## src/rtl/fir_stream_capture_if.sv

```systemverilog
// Stream-in / read-out bundle for fir_stream_capture: FIR sample strobe plus show-ahead read port.
// Latency: pure wiring, no state.
// Backpressure: rd_ready throttles the read side only; the FIR side has no ready.
interface fir_stream_capture_if #(
   parameter int DATA_WL = 16
);
   logic                      in_valid;
   logic signed [DATA_WL-1:0] data_in;
   logic                      rd_ready;
   logic                      rd_valid;
   logic signed [DATA_WL-1:0] rd_data;

   // Producer/consumer side (FIR output plus downstream reader)
   modport master (
      output in_valid, data_in, rd_ready,
      input  rd_valid, rd_data
   );

   // Capture block side
   modport slave (
      input  in_valid, data_in, rd_ready,
      output rd_valid, rd_data
   );
endinterface

```

## src/rtl/fir_stream_capture.sv

```systemverilog
// Captures FIR output bursts into a show-ahead FIFO and reports count/overflow/burst_done per burst.
// Latency: sample written at edge N is on rd_valid/rd_data after edge N+1; burst_done is a registered pulse.
// Backpressure: none toward the FIR (full FIFO drops and sets overflow); read side is valid/ready.
// Build option: define FIR_CAPTURE_PEAK_EN to add the peak_abs output and its tracker.
module fir_stream_capture #(
   parameter int DATA_WL = 16,
   parameter int DEPTH   = 64,
   parameter int CNT_WL  = 16
) (
   input  logic                clk,
   input  logic                rst,
   fir_stream_capture_if.slave bus,
   output logic [CNT_WL-1:0]   sample_count,
   output logic                overflow,
   output logic                burst_done,
   output logic                busy
`ifdef FIR_CAPTURE_PEAK_EN
  ,output logic [DATA_WL-1:0]  peak_abs
`endif
);

   localparam int AW = $clog2(DEPTH);
   localparam int PW = AW + 1;
   localparam logic [CNT_WL-1:0] CNT_MAX = '1;

   typedef enum logic [1:0] {
      IDLE    = 2'd0,
      CAPTURE = 2'd1,
      DRAIN   = 2'd2
   } state_t;

   state_t              state_q, state_d;
   logic [PW-1:0]       wr_ptr_q, wr_ptr_d;
   logic [PW-1:0]       rd_ptr_q, rd_ptr_d;
   logic                rd_valid_q, rd_valid_d;
   logic [DATA_WL-1:0]  rd_data_q, rd_data_d;
   logic [CNT_WL-1:0]   cnt_q, cnt_d;
   logic                ovf_q, ovf_d;
   logic                done_q, done_d;
   logic [DATA_WL-1:0]  mem_q [DEPTH];

   logic full;
   logic rd_en;
   logic wr_en;
   logic drop;
   logic burst_start;

   // FIFO pointer arithmetic and the registered show-ahead head view
   always_comb begin
      full  = (wr_ptr_q[AW] != rd_ptr_q[AW]) && (wr_ptr_q[AW-1:0] == rd_ptr_q[AW-1:0]);
      rd_en = rd_valid_q & bus.rd_ready;
      // A pop in the same cycle frees the slot, so a full FIFO still accepts
      wr_en = bus.in_valid & (~full | rd_en);
      drop  = bus.in_valid & ~wr_en;
      wr_ptr_d = wr_ptr_q + PW'(wr_en);
      rd_ptr_d = rd_ptr_q + PW'(rd_en);
      // Compare against the pre-write pointer: a sample written this edge shows one cycle later
      rd_valid_d = (wr_ptr_q != rd_ptr_d);
      rd_data_d  = rd_valid_d ? mem_q[rd_ptr_d[AW-1:0]] : rd_data_q;
   end

   // Burst FSM: IDLE -> CAPTURE on a sample, CAPTURE -> DRAIN on a gap, DRAIN -> IDLE once empty
   always_comb begin
      state_d = state_q;
      done_d  = 1'b0;
      case (state_q)
         IDLE: begin
            if (bus.in_valid) state_d = CAPTURE;
         end
         CAPTURE: begin
            if (!bus.in_valid) state_d = DRAIN;
         end
         DRAIN: begin
            if (bus.in_valid) begin
               state_d = CAPTURE;
            end else if (wr_ptr_d == rd_ptr_d) begin
               state_d = IDLE;
               done_d  = 1'b1;
            end
         end
         default: state_d = IDLE;
      endcase
   end

   // Per-burst sample count (saturating) and sticky overflow; a resume from DRAIN keeps both
   always_comb begin
      cnt_d       = cnt_q;
      ovf_d       = ovf_q;
      burst_start = (state_q == IDLE) & bus.in_valid;
      if (burst_start) begin
         cnt_d = CNT_WL'(1);
         ovf_d = drop;
      end else if (bus.in_valid) begin
         cnt_d = (cnt_q == CNT_MAX) ? cnt_q : cnt_q + CNT_WL'(1);
         ovf_d = ovf_q | drop;
      end
   end

   // Control and status registers
   always_ff @(posedge clk or negedge rst) begin
      if (!rst) begin
         state_q    <= IDLE;
         wr_ptr_q   <= '0;
         rd_ptr_q   <= '0;
         rd_valid_q <= 1'b0;
         rd_data_q  <= '0;
         cnt_q      <= '0;
         ovf_q      <= 1'b0;
         done_q     <= 1'b0;
      end else begin
         state_q    <= state_d;
         wr_ptr_q   <= wr_ptr_d;
         rd_ptr_q   <= rd_ptr_d;
         rd_valid_q <= rd_valid_d;
         rd_data_q  <= rd_data_d;
         cnt_q      <= cnt_d;
         ovf_q      <= ovf_d;
         done_q     <= done_d;
      end
   end

   // Storage array, left unreset so it can map onto RAM
   always_ff @(posedge clk) begin
      if (wr_en) mem_q[wr_ptr_q[AW-1:0]] <= bus.data_in;
   end

`ifdef FIR_CAPTURE_PEAK_EN
   localparam logic [DATA_WL-1:0] MOST_NEG = {1'b1, {(DATA_WL-1){1'b0}}};
   localparam logic [DATA_WL-1:0] MOST_POS = {1'b0, {(DATA_WL-1){1'b1}}};

   logic [DATA_WL-1:0] peak_q, peak_d;
   logic [DATA_WL-1:0] din_u;
   logic [DATA_WL-1:0] din_abs;

   // Magnitude of the incoming sample (most-negative clamps) folded into the burst maximum
   always_comb begin
      din_u   = bus.data_in;
      din_abs = din_u;
      if (din_u[DATA_WL-1]) begin
         din_abs = (din_u == MOST_NEG) ? MOST_POS : (~din_u + DATA_WL'(1));
      end
      peak_d = peak_q;
      if (burst_start) begin
         peak_d = din_abs;
      end else if (bus.in_valid && (din_abs > peak_q)) begin
         peak_d = din_abs;
      end
   end

   // Peak register, cleared with the sample counter
   always_ff @(posedge clk or negedge rst) begin
      if (!rst) peak_q <= '0;
      else      peak_q <= peak_d;
   end

   assign peak_abs = peak_q;
`endif

   assign bus.rd_valid = rd_valid_q;
   assign bus.rd_data  = rd_data_q;
   assign sample_count = cnt_q;
   assign overflow     = ovf_q;
   assign burst_done   = done_q;
   assign busy         = (state_q != IDLE);

endmodule
```

## src/flat_wrapper.sv

```systemverilog
// flat-port wrapper written by rule: the top's interface ports become plain ports
module fir_stream_capture_flat 
#(
   parameter int DATA_WL = 16,
   parameter int DEPTH   = 64,
   parameter int CNT_WL  = 16
)
  (clk, rst, sample_count, overflow, burst_done, busy, bus_in_valid, bus_data_in, bus_rd_ready, bus_rd_valid, bus_rd_data);
  fir_stream_capture_if #(.DATA_WL(DATA_WL)) bus_i ();
  input  logic clk;
  input  logic rst;
  output logic [CNT_WL-1:0] sample_count;
  output logic overflow;
  output logic burst_done;
  output logic busy;
  input wire logic [$bits(bus_i.in_valid)-1:0] bus_in_valid;
  input wire logic [$bits(bus_i.data_in)-1:0] bus_data_in;
  input wire logic [$bits(bus_i.rd_ready)-1:0] bus_rd_ready;
  output wire logic [$bits(bus_i.rd_valid)-1:0] bus_rd_valid;
  output wire logic [$bits(bus_i.rd_data)-1:0] bus_rd_data;
  assign bus_i.in_valid = bus_in_valid;
  assign bus_i.data_in = bus_data_in;
  assign bus_i.rd_ready = bus_rd_ready;
  assign bus_rd_valid = bus_i.rd_valid;
  assign bus_rd_data = bus_i.rd_data;
  fir_stream_capture #(.DATA_WL(DATA_WL), .DEPTH(DEPTH), .CNT_WL(CNT_WL)) u_core (.clk(clk), .rst(rst), .bus(bus_i), .sample_count(sample_count), .overflow(overflow), .burst_done(burst_done), .busy(busy));
endmodule
```

## config.mk

```make
export PLATFORM = sky130hd
export DESIGN_NAME = fir_stream_capture_flat
export DESIGN_NICKNAME = d
export VERILOG_FILES = /design/src/rtl/fir_stream_capture_if.sv /design/src/rtl/fir_stream_capture.sv /design/src/flat_wrapper.sv
export SDC_FILE = /design/constraint.sdc
export NUM_CORES = 1
export LEC_CHECK = 0
export ABC_CLOCK_PERIOD_IN_PS = 3900
export CAP_MARGIN = 20
export CORE_ASPECT_RATIO = 1.1
export CORE_UTILIZATION = 33
export CTS_CLUSTER_DIAMETER = 40
export DETAILED_ROUTE_END_ITERATION = 12
export GPL_TIMING_DRIVEN = 0
export MAX_ROUTING_LAYER = met4
export PLACE_DENSITY = 0.46
export SLEW_MARGIN = 15
export SYNTH_ARGS = -nofsm -noshare
export SYNTH_HDL_FRONTEND = slang
export SYNTH_SLANG_ARGS = --single-unit
export TNS_END_PERCENT = 100
```

## constraint.sdc

```tcl
create_clock -name clk -period 3.9 [get_ports clk]
set_input_delay 0.39 -clock clk [delete_from_list [all_inputs] [get_ports clk]]
set_output_delay 0.39 -clock clk [all_outputs]
set_load 0.02 [all_outputs]
```

==> impl_metrics.yaml, run 1 <==
cells_and_area:
  fillCellCount: 11000
  syn_to_final_growth_pct: 21.4
  drive_above_1_share: 0.305
  fin_util: 0.405
  fin_nets: 2379
  multiInputGateArea_mm2: 0.00950
  instances_no_fill: 4124
  register_area_mm2: 0.0320
synthesis:
  synth_mux_area_frac: 0.146
  ys.flop_type: "edfxtp_1"
  synth-simple-area-share: 0.0495
  yosys.area_share.xor_xnor: 0.0106
  synth_seq_cells: 1075
  async_reset_ff_frac: 0.0474
  synth_top_area_cell: "edfxtp_1"
  synth-adder-area-share: 0.00203
  ys_seq_area_frac: 0.766
  synth_cell_types: 53
  synthesis.nets: 2099
  netlist.area_leader.share: 0.735
  avgSynthCellArea_um2: 20.2
  synth_compound_area_frac: 0.0132
  synth_top_family_by_area: "multiplexers"
  synth_cells: 2073
  syn_area_mm2: 0.0418
  ys_warn_count: 0
  synth_edf_count: 1024
  ys_top_cells_by_area: "edfxtp_1 (74%), mux4_2 (14%), dfrtp_1 (3.1%)"
worst_setup_path:
  arrival_ns: 4.45
  cp_slowest_cell: "o311ai_2"
  crit_top_cell: "ha_1"
  start_kind: "flip-flop"
  crit_fanout: 10
  crit_buf_inv: 1
  cp.required_ns: 4.51
  crit_chain: "and2_1 -> ha_1 -> ha_1 -> a21oi_1 -> nor2_1 -> o311ai_2 -> clkbuf_1 -> a32oi_1 -> nand4_1 -> a31oi_1"
  path_class: "reg -> reg"
  cp-end-kind: "flip-flop"
  cpPeakStageDelay_ns: 0.70
  cpLargestDelayFamily: "compound AO/OA/AOI/OAI gates"
clocking:
  cts_tree: "yes"
  cts.htree.levels: 4
  root_buffer: "clkbuf_16"
  clockBufferDepth: 3
  cts_sinks: 1075
  clk_latency_ns: 0.75
  path_clk_slew_ns: 0.06
  cts_buffers: 139
  postCtsSetupBuffers: 0
global_route:
  antenna_found_initial: 2
  grt_pass1_vias: 22000
  overflow: 0
  grt_usage: 0.190
  grt_pass1_wl_mm: 166
  grt_max_degree: 65
worst_hold_path:
  hp-class: "in -> reg"
die:
  rows: 136
  dieArea_mm2: 0.128
  core_area_mm2: 0.125
  ios: 56
  die_h_um: 375
  die_x_um: 341
  initial_core_util: 0.334
drt:
  drc: 0
  dr.first_iter.drc_count: 1782
  met3WireLength_mm: 5.56
  via_per_inst: 5.19
  vias: 21400
  ant_nets: 0
  drt_first_pass_iters: 5
  wl_met2_mm: 57.2
  wirelength_mm: 116
  highest_layer: "met4"
  wl_per_cell_um: 28.2
  wirelength_met1_mm: 50.9
place:
  dpl_worst_slack_ns: -0.738
  dp.cells: 3864
  place_congestion: 0.856
  dp_hpwl_mm: 78.7
  port_buffers: 55
timing:
  totalNegativeSetupSlack_ns: 0
  rsz0062_at_grt: "yes"
  maxSlewViolCount: 0
  finalCriticalPeriod_ns: 3.84
  worst_pin_slew_ns: 1.16
  fmax_mhz: 260
  maxSlewHeadroom: 0.229
  fin_ws_ns: 0.0584
  setup_violations: 0
  min_period_over_period: 0.985
  hold_slack_ns: 0.0564
  fin_skew_ns: 0.0180
  hold_violations: 0
outcome:
  status: "finished clean"
power_and_ir_drop:
  peakVddDrop_uv: 361
  leakagePower_uw: 0.0164
  p_per_area_mw_per_mm2: 809
run:
  cap_violations: 0
synthesized netlist by cell type (all sizes together) (6+ instances only):
cell and number:
a31oi 18, a32oi 32, buf 71, clkbuf 45, dfrtp 51, edfxtp 1024, ha 6, inv 9
mux2i 32, mux4 256, nand2 213, nand3 76, nand4 41, nor2 103, xnor2 19, xor2 25
logic make-up after synthesis:
logic type,after synthesis
AO/OA/AOI/OAI,68
XOR/XNOR,45
adder cells (fa/ha/maj),7
buffers and inverters,125
flip-flops,1075
multiplexers,289
AND/OR/NAND/NOR,464
worst register-to-register path: stages, from the launching register on:
cell and delay (ns):
dfrtp_1 0.38, and2_1 0.22, ha_1 0.33, ha_1 0.37, a21oi_1 0.18, nor2_1 0.09
o311ai_2 0.70, clkbuf_1 0.70, a32oi_1 0.30, nand4_1 0.33, a31oi_1 0.13
layout by cell type, fill, tap and decap left out, types with 38 or more instances in the layout:
cell type           n
mux4_2            256
buf_2              49
nor2_1             39
nor2_2             63
nand4_1            40
buf_8              40
nand3_1            76
nand2_1           213
dfrtp_1            51
clkdlybuf4s50_1    38
edfxtp_1         1024
clkbuf_16         146
clkbuf_1           38
registers in the layout, indices dropped and copies added (netlist names):
signal,count
u_core.mem_q,1024
u_core.sample_count,16
u_core.overflow,1
u_core.bus.rd_data,16
u_core.state_q,2
u_core.wr_ptr_q,7
u_core.burst_done,1
u_core.bus.rd_valid,1
u_core.rd_ptr_q,7
what timing repair did:
action,4_1_cts,5_1_grt
endpoints found under the hold margin,43,0
resized for setup,15,32
endpoints found under the setup margin,16,13
pin swaps,0,1
hold buffers,4,0
cloned,0,0
layout make-up:
cell class,instances,share of cell area
inverter,9,0.000665
sequential,1075,0.631
multi-input combinational,873,0.187
clock buffer,160,0.0734
clock inverter,91,0.0208
timing repair buffer,139,0.0355
buffer,116,0.0110
tap,1656,0.0408
antenna,5,0.000246
power breakdown:
group          switching (uW)  internal (uW)  total, uW
sequential                244          13200      13500
combinational            8980           5530      14500
clock                    5040           8060      13100
stage by stage:
step | area, um2 | total power (uW)
after floorplan | 41800 | 22400
after global placement | 44500 | 28000
after detailed placement | 45800 | 28300
after CTS | 50700 | 41500
after global routing | 50800 | 42700
final | 50800 | 41100
per-layer routing:
layer,vias up,GRT usage
met5,-,-
met4,0,0.0559
met3,171,0.0286
met2,624,0.301
met1,11500,0.253
li1,9058,-
final timing paths:
check	from	endpoint	slack [ns]	depth (start not counted)
max in group asynchronous	rst	u_core.bus.rd_data[13]	3.11	3
hold reg to reg	u_core.rd_ptr_q[1]	u_core.rd_ptr_q[1]	0.52	1
hold / removal	bus_data_in[13]	u_core.mem_q[46][13]	0.06	1
setup / recovery	u_core.bus.rd_valid	u_core.bus.rd_data[11]	0.06	10
min in group asynchronous	rst	u_core.sample_count[10]	0.22	2
setup reg to reg	u_core.bus.rd_valid	u_core.bus.rd_data[11]	0.06	10
Power figures use the tool's default switching activity.
==> inputs of run 2 (changes only) <==
SKIP_LAST_GASP = 1   (was unset)
==> impl_metrics.yaml, run 2 (synthesized netlist as in run 1, its figures left out) <==
outcome:
  status: "finished clean"
cells_and_area:
  largest_register_ffs: 1024
  register_area_mm2: 0.0320
  fin_nets: 2379
  layout_commonest_cell: "edfxtp_1"
  drive_above_1_share: 0.305
  syn_to_final_growth_pct: 21.4
  multiInputGateArea_mm2: 0.00950
  fillCellCount: 11000
  most-common-layout-cells: "edfxtp_1 (1,024), mux4_2 (256), nand2_1 (213)"
  instances_no_fill: 4122
power_and_ir_drop:
  p_per_area_mw_per_mm2: 809
  p_clk_frac: 0.319
  leakagePower_uw: 0.0164
  p_switching_uw: 14200
  intPower_uw: 26800
  peakVddDrop_uv: 363
  netSwitchingFraction: 0.347
  seqPwrFrac: 0.328
  comb_power_share: 0.353
clocking:
  clockBufferDepth: 3
  cts.htree.levels: 4
  root_buffer: "clkbuf_16"
  path_clk_slew_ns: 0.05
  cts_sinks: 1075
  cts_tree: "yes"
  clk_latency_ns: 0.74
  cts_buffers: 139
die:
  core_area_mm2: 0.125
  die_x_um: 341
  rows: 136
  initial_core_util: 0.334
  ios: 56
  die_h_um: 375
  dieArea_mm2: 0.128
timing:
  fmax_mhz: 261
  rsz0062_at_grt: "yes"
  min_period_over_period: 0.983
  worst_pin_slew_ns: 1.16
  fin_skew_ns: 0.0156
  hold_violations: 0
  finalCriticalPeriod_ns: 3.83
  fin_ws_ns: 0.0652
  maxSlewViolCount: 0
  totalNegativeSetupSlack_ns: 0
  setup_violations: 0
  maxSlewHeadroom: 0.225
worst_setup_path:
  cp.required_ns: 4.51
  cp-startpoint: "u_core.bus.rd_valid"
  r2r_start: "u_core.bus.rd_valid"
  arrival_ns: 4.45
  start_kind: "flip-flop"
  path_class: "reg -> reg"
  cp-end-kind: "flip-flop"
  crit_fanout: 10
drt:
  wl_per_cell_um: 28.3
  dr.first_iter.drc_count: 1865
  vias: 21300
  via_per_inst: 5.17
  drt_first_pass_iters: 5
  drc: 0
  ant_nets: 0
  wirelength_mm: 116
global_route:
  grt_max_degree: 65
  overflow: 0
  grt_pass1_vias: 22000
  antenna_found_initial: 1
  grt_usage: 0.190
  grt_pass1_wl_mm: 166
worst_hold_path:
  min_from: "bus_data_in[13]"
  hp-class: "in -> reg"
run:
  cap_violations: 0
place:
  dp_hpwl_mm: 78.7
  place_congestion: 0.856
  dp.cells: 3864
  dpl_worst_slack_ns: -0.738
  port_buffers: 55
[run 2: power groups by stage]
| stage | combinational, uW | sequential (uW) | clock (uW) |
|---|---|---|---|
| final | 14500 | 13500 | 13100 |
| after global routing | 15400 | 13500 | 13800 |
| after CTS | 14700 | 13500 | 13400 |
| after detailed placement | 14600 | 13700 | 0 |
| after global placement | 14300 | 13700 | 0 |
| after floorplan | 8680 | 13800 | 0 |
[run 2: final timing paths]
path                                           endpoint  slack, ns  cells past startpoint
min in group asynchronous       u_core.sample_count[11]       0.22                      2
worst min register to register       u_core.rd_ptr_q[1]       0.52                      1
max in group asynchronous        u_core.bus.rd_data[12]       3.10                      3
worst max register to register   u_core.bus.rd_data[10]       0.07                     11
worst max-delay path             u_core.bus.rd_data[10]       0.07                     11
worst min-delay path               u_core.mem_q[46][13]       0.06                      1
[run 2: through the flow]
step           area [um2]  total power, uW  utilization  hold WS [ns]
2_1_floorplan       41800            22400            -        0.0944
4_1_cts             50700            41500        0.404       0.00213
6_report            50800            41100        0.405        0.0576
3_5_place_dp        45800            28300        0.366         0.453
3_3_place_gp        44500            28000        0.354         0.504
5_1_grt             50800            42700        0.405        0.0344
[run 2: critical path: stages (launching register included)]
cell      delay (ns)
dfrtp_1         0.38
and2_1          0.22
ha_1            0.32
ha_1            0.33
buf_2           0.18
buf_2           0.31
clkbuf_2        0.38
mux4_2          0.37
mux2i_1         0.48
a32oi_1         0.26
nand4_1         0.33
a31oi_1         0.13
[run 2: cell type report]
type,instances,share of cell area
Tap cell,1656,0.0408
Inverter,9,0.000665
Buffer,116,0.0110
Clock buffer,160,0.0734
Multi-Input combinational cell,873,0.187
Antenna cell,3,0.000148
Clock inverter,91,0.0208
Timing Repair Buffer,139,0.0356
Sequential cell,1075,0.631
[run 2: repair_timing]
| action | in CTS | in global routing |
|---|---|---|
| hold buffers | 4 | 0 |
| pin swaps | 0 | 1 |
| buffers inserted | 0 | 0 |
| gates resized for setup | 13 | 35 |
| endpoints found under the setup margin | 16 | 14 |
| endpoints found under the hold margin | 43 | 0 |
[run 2: metal layers]
metal	vias to the layer above	global-route usage	wire length, um
li1	9045	-	-
met5	-	-	0
met2	629	0.302	57500
met3	150	0.0286	6180
met4	0	0.0548	2580
met1	11500	0.252	50200
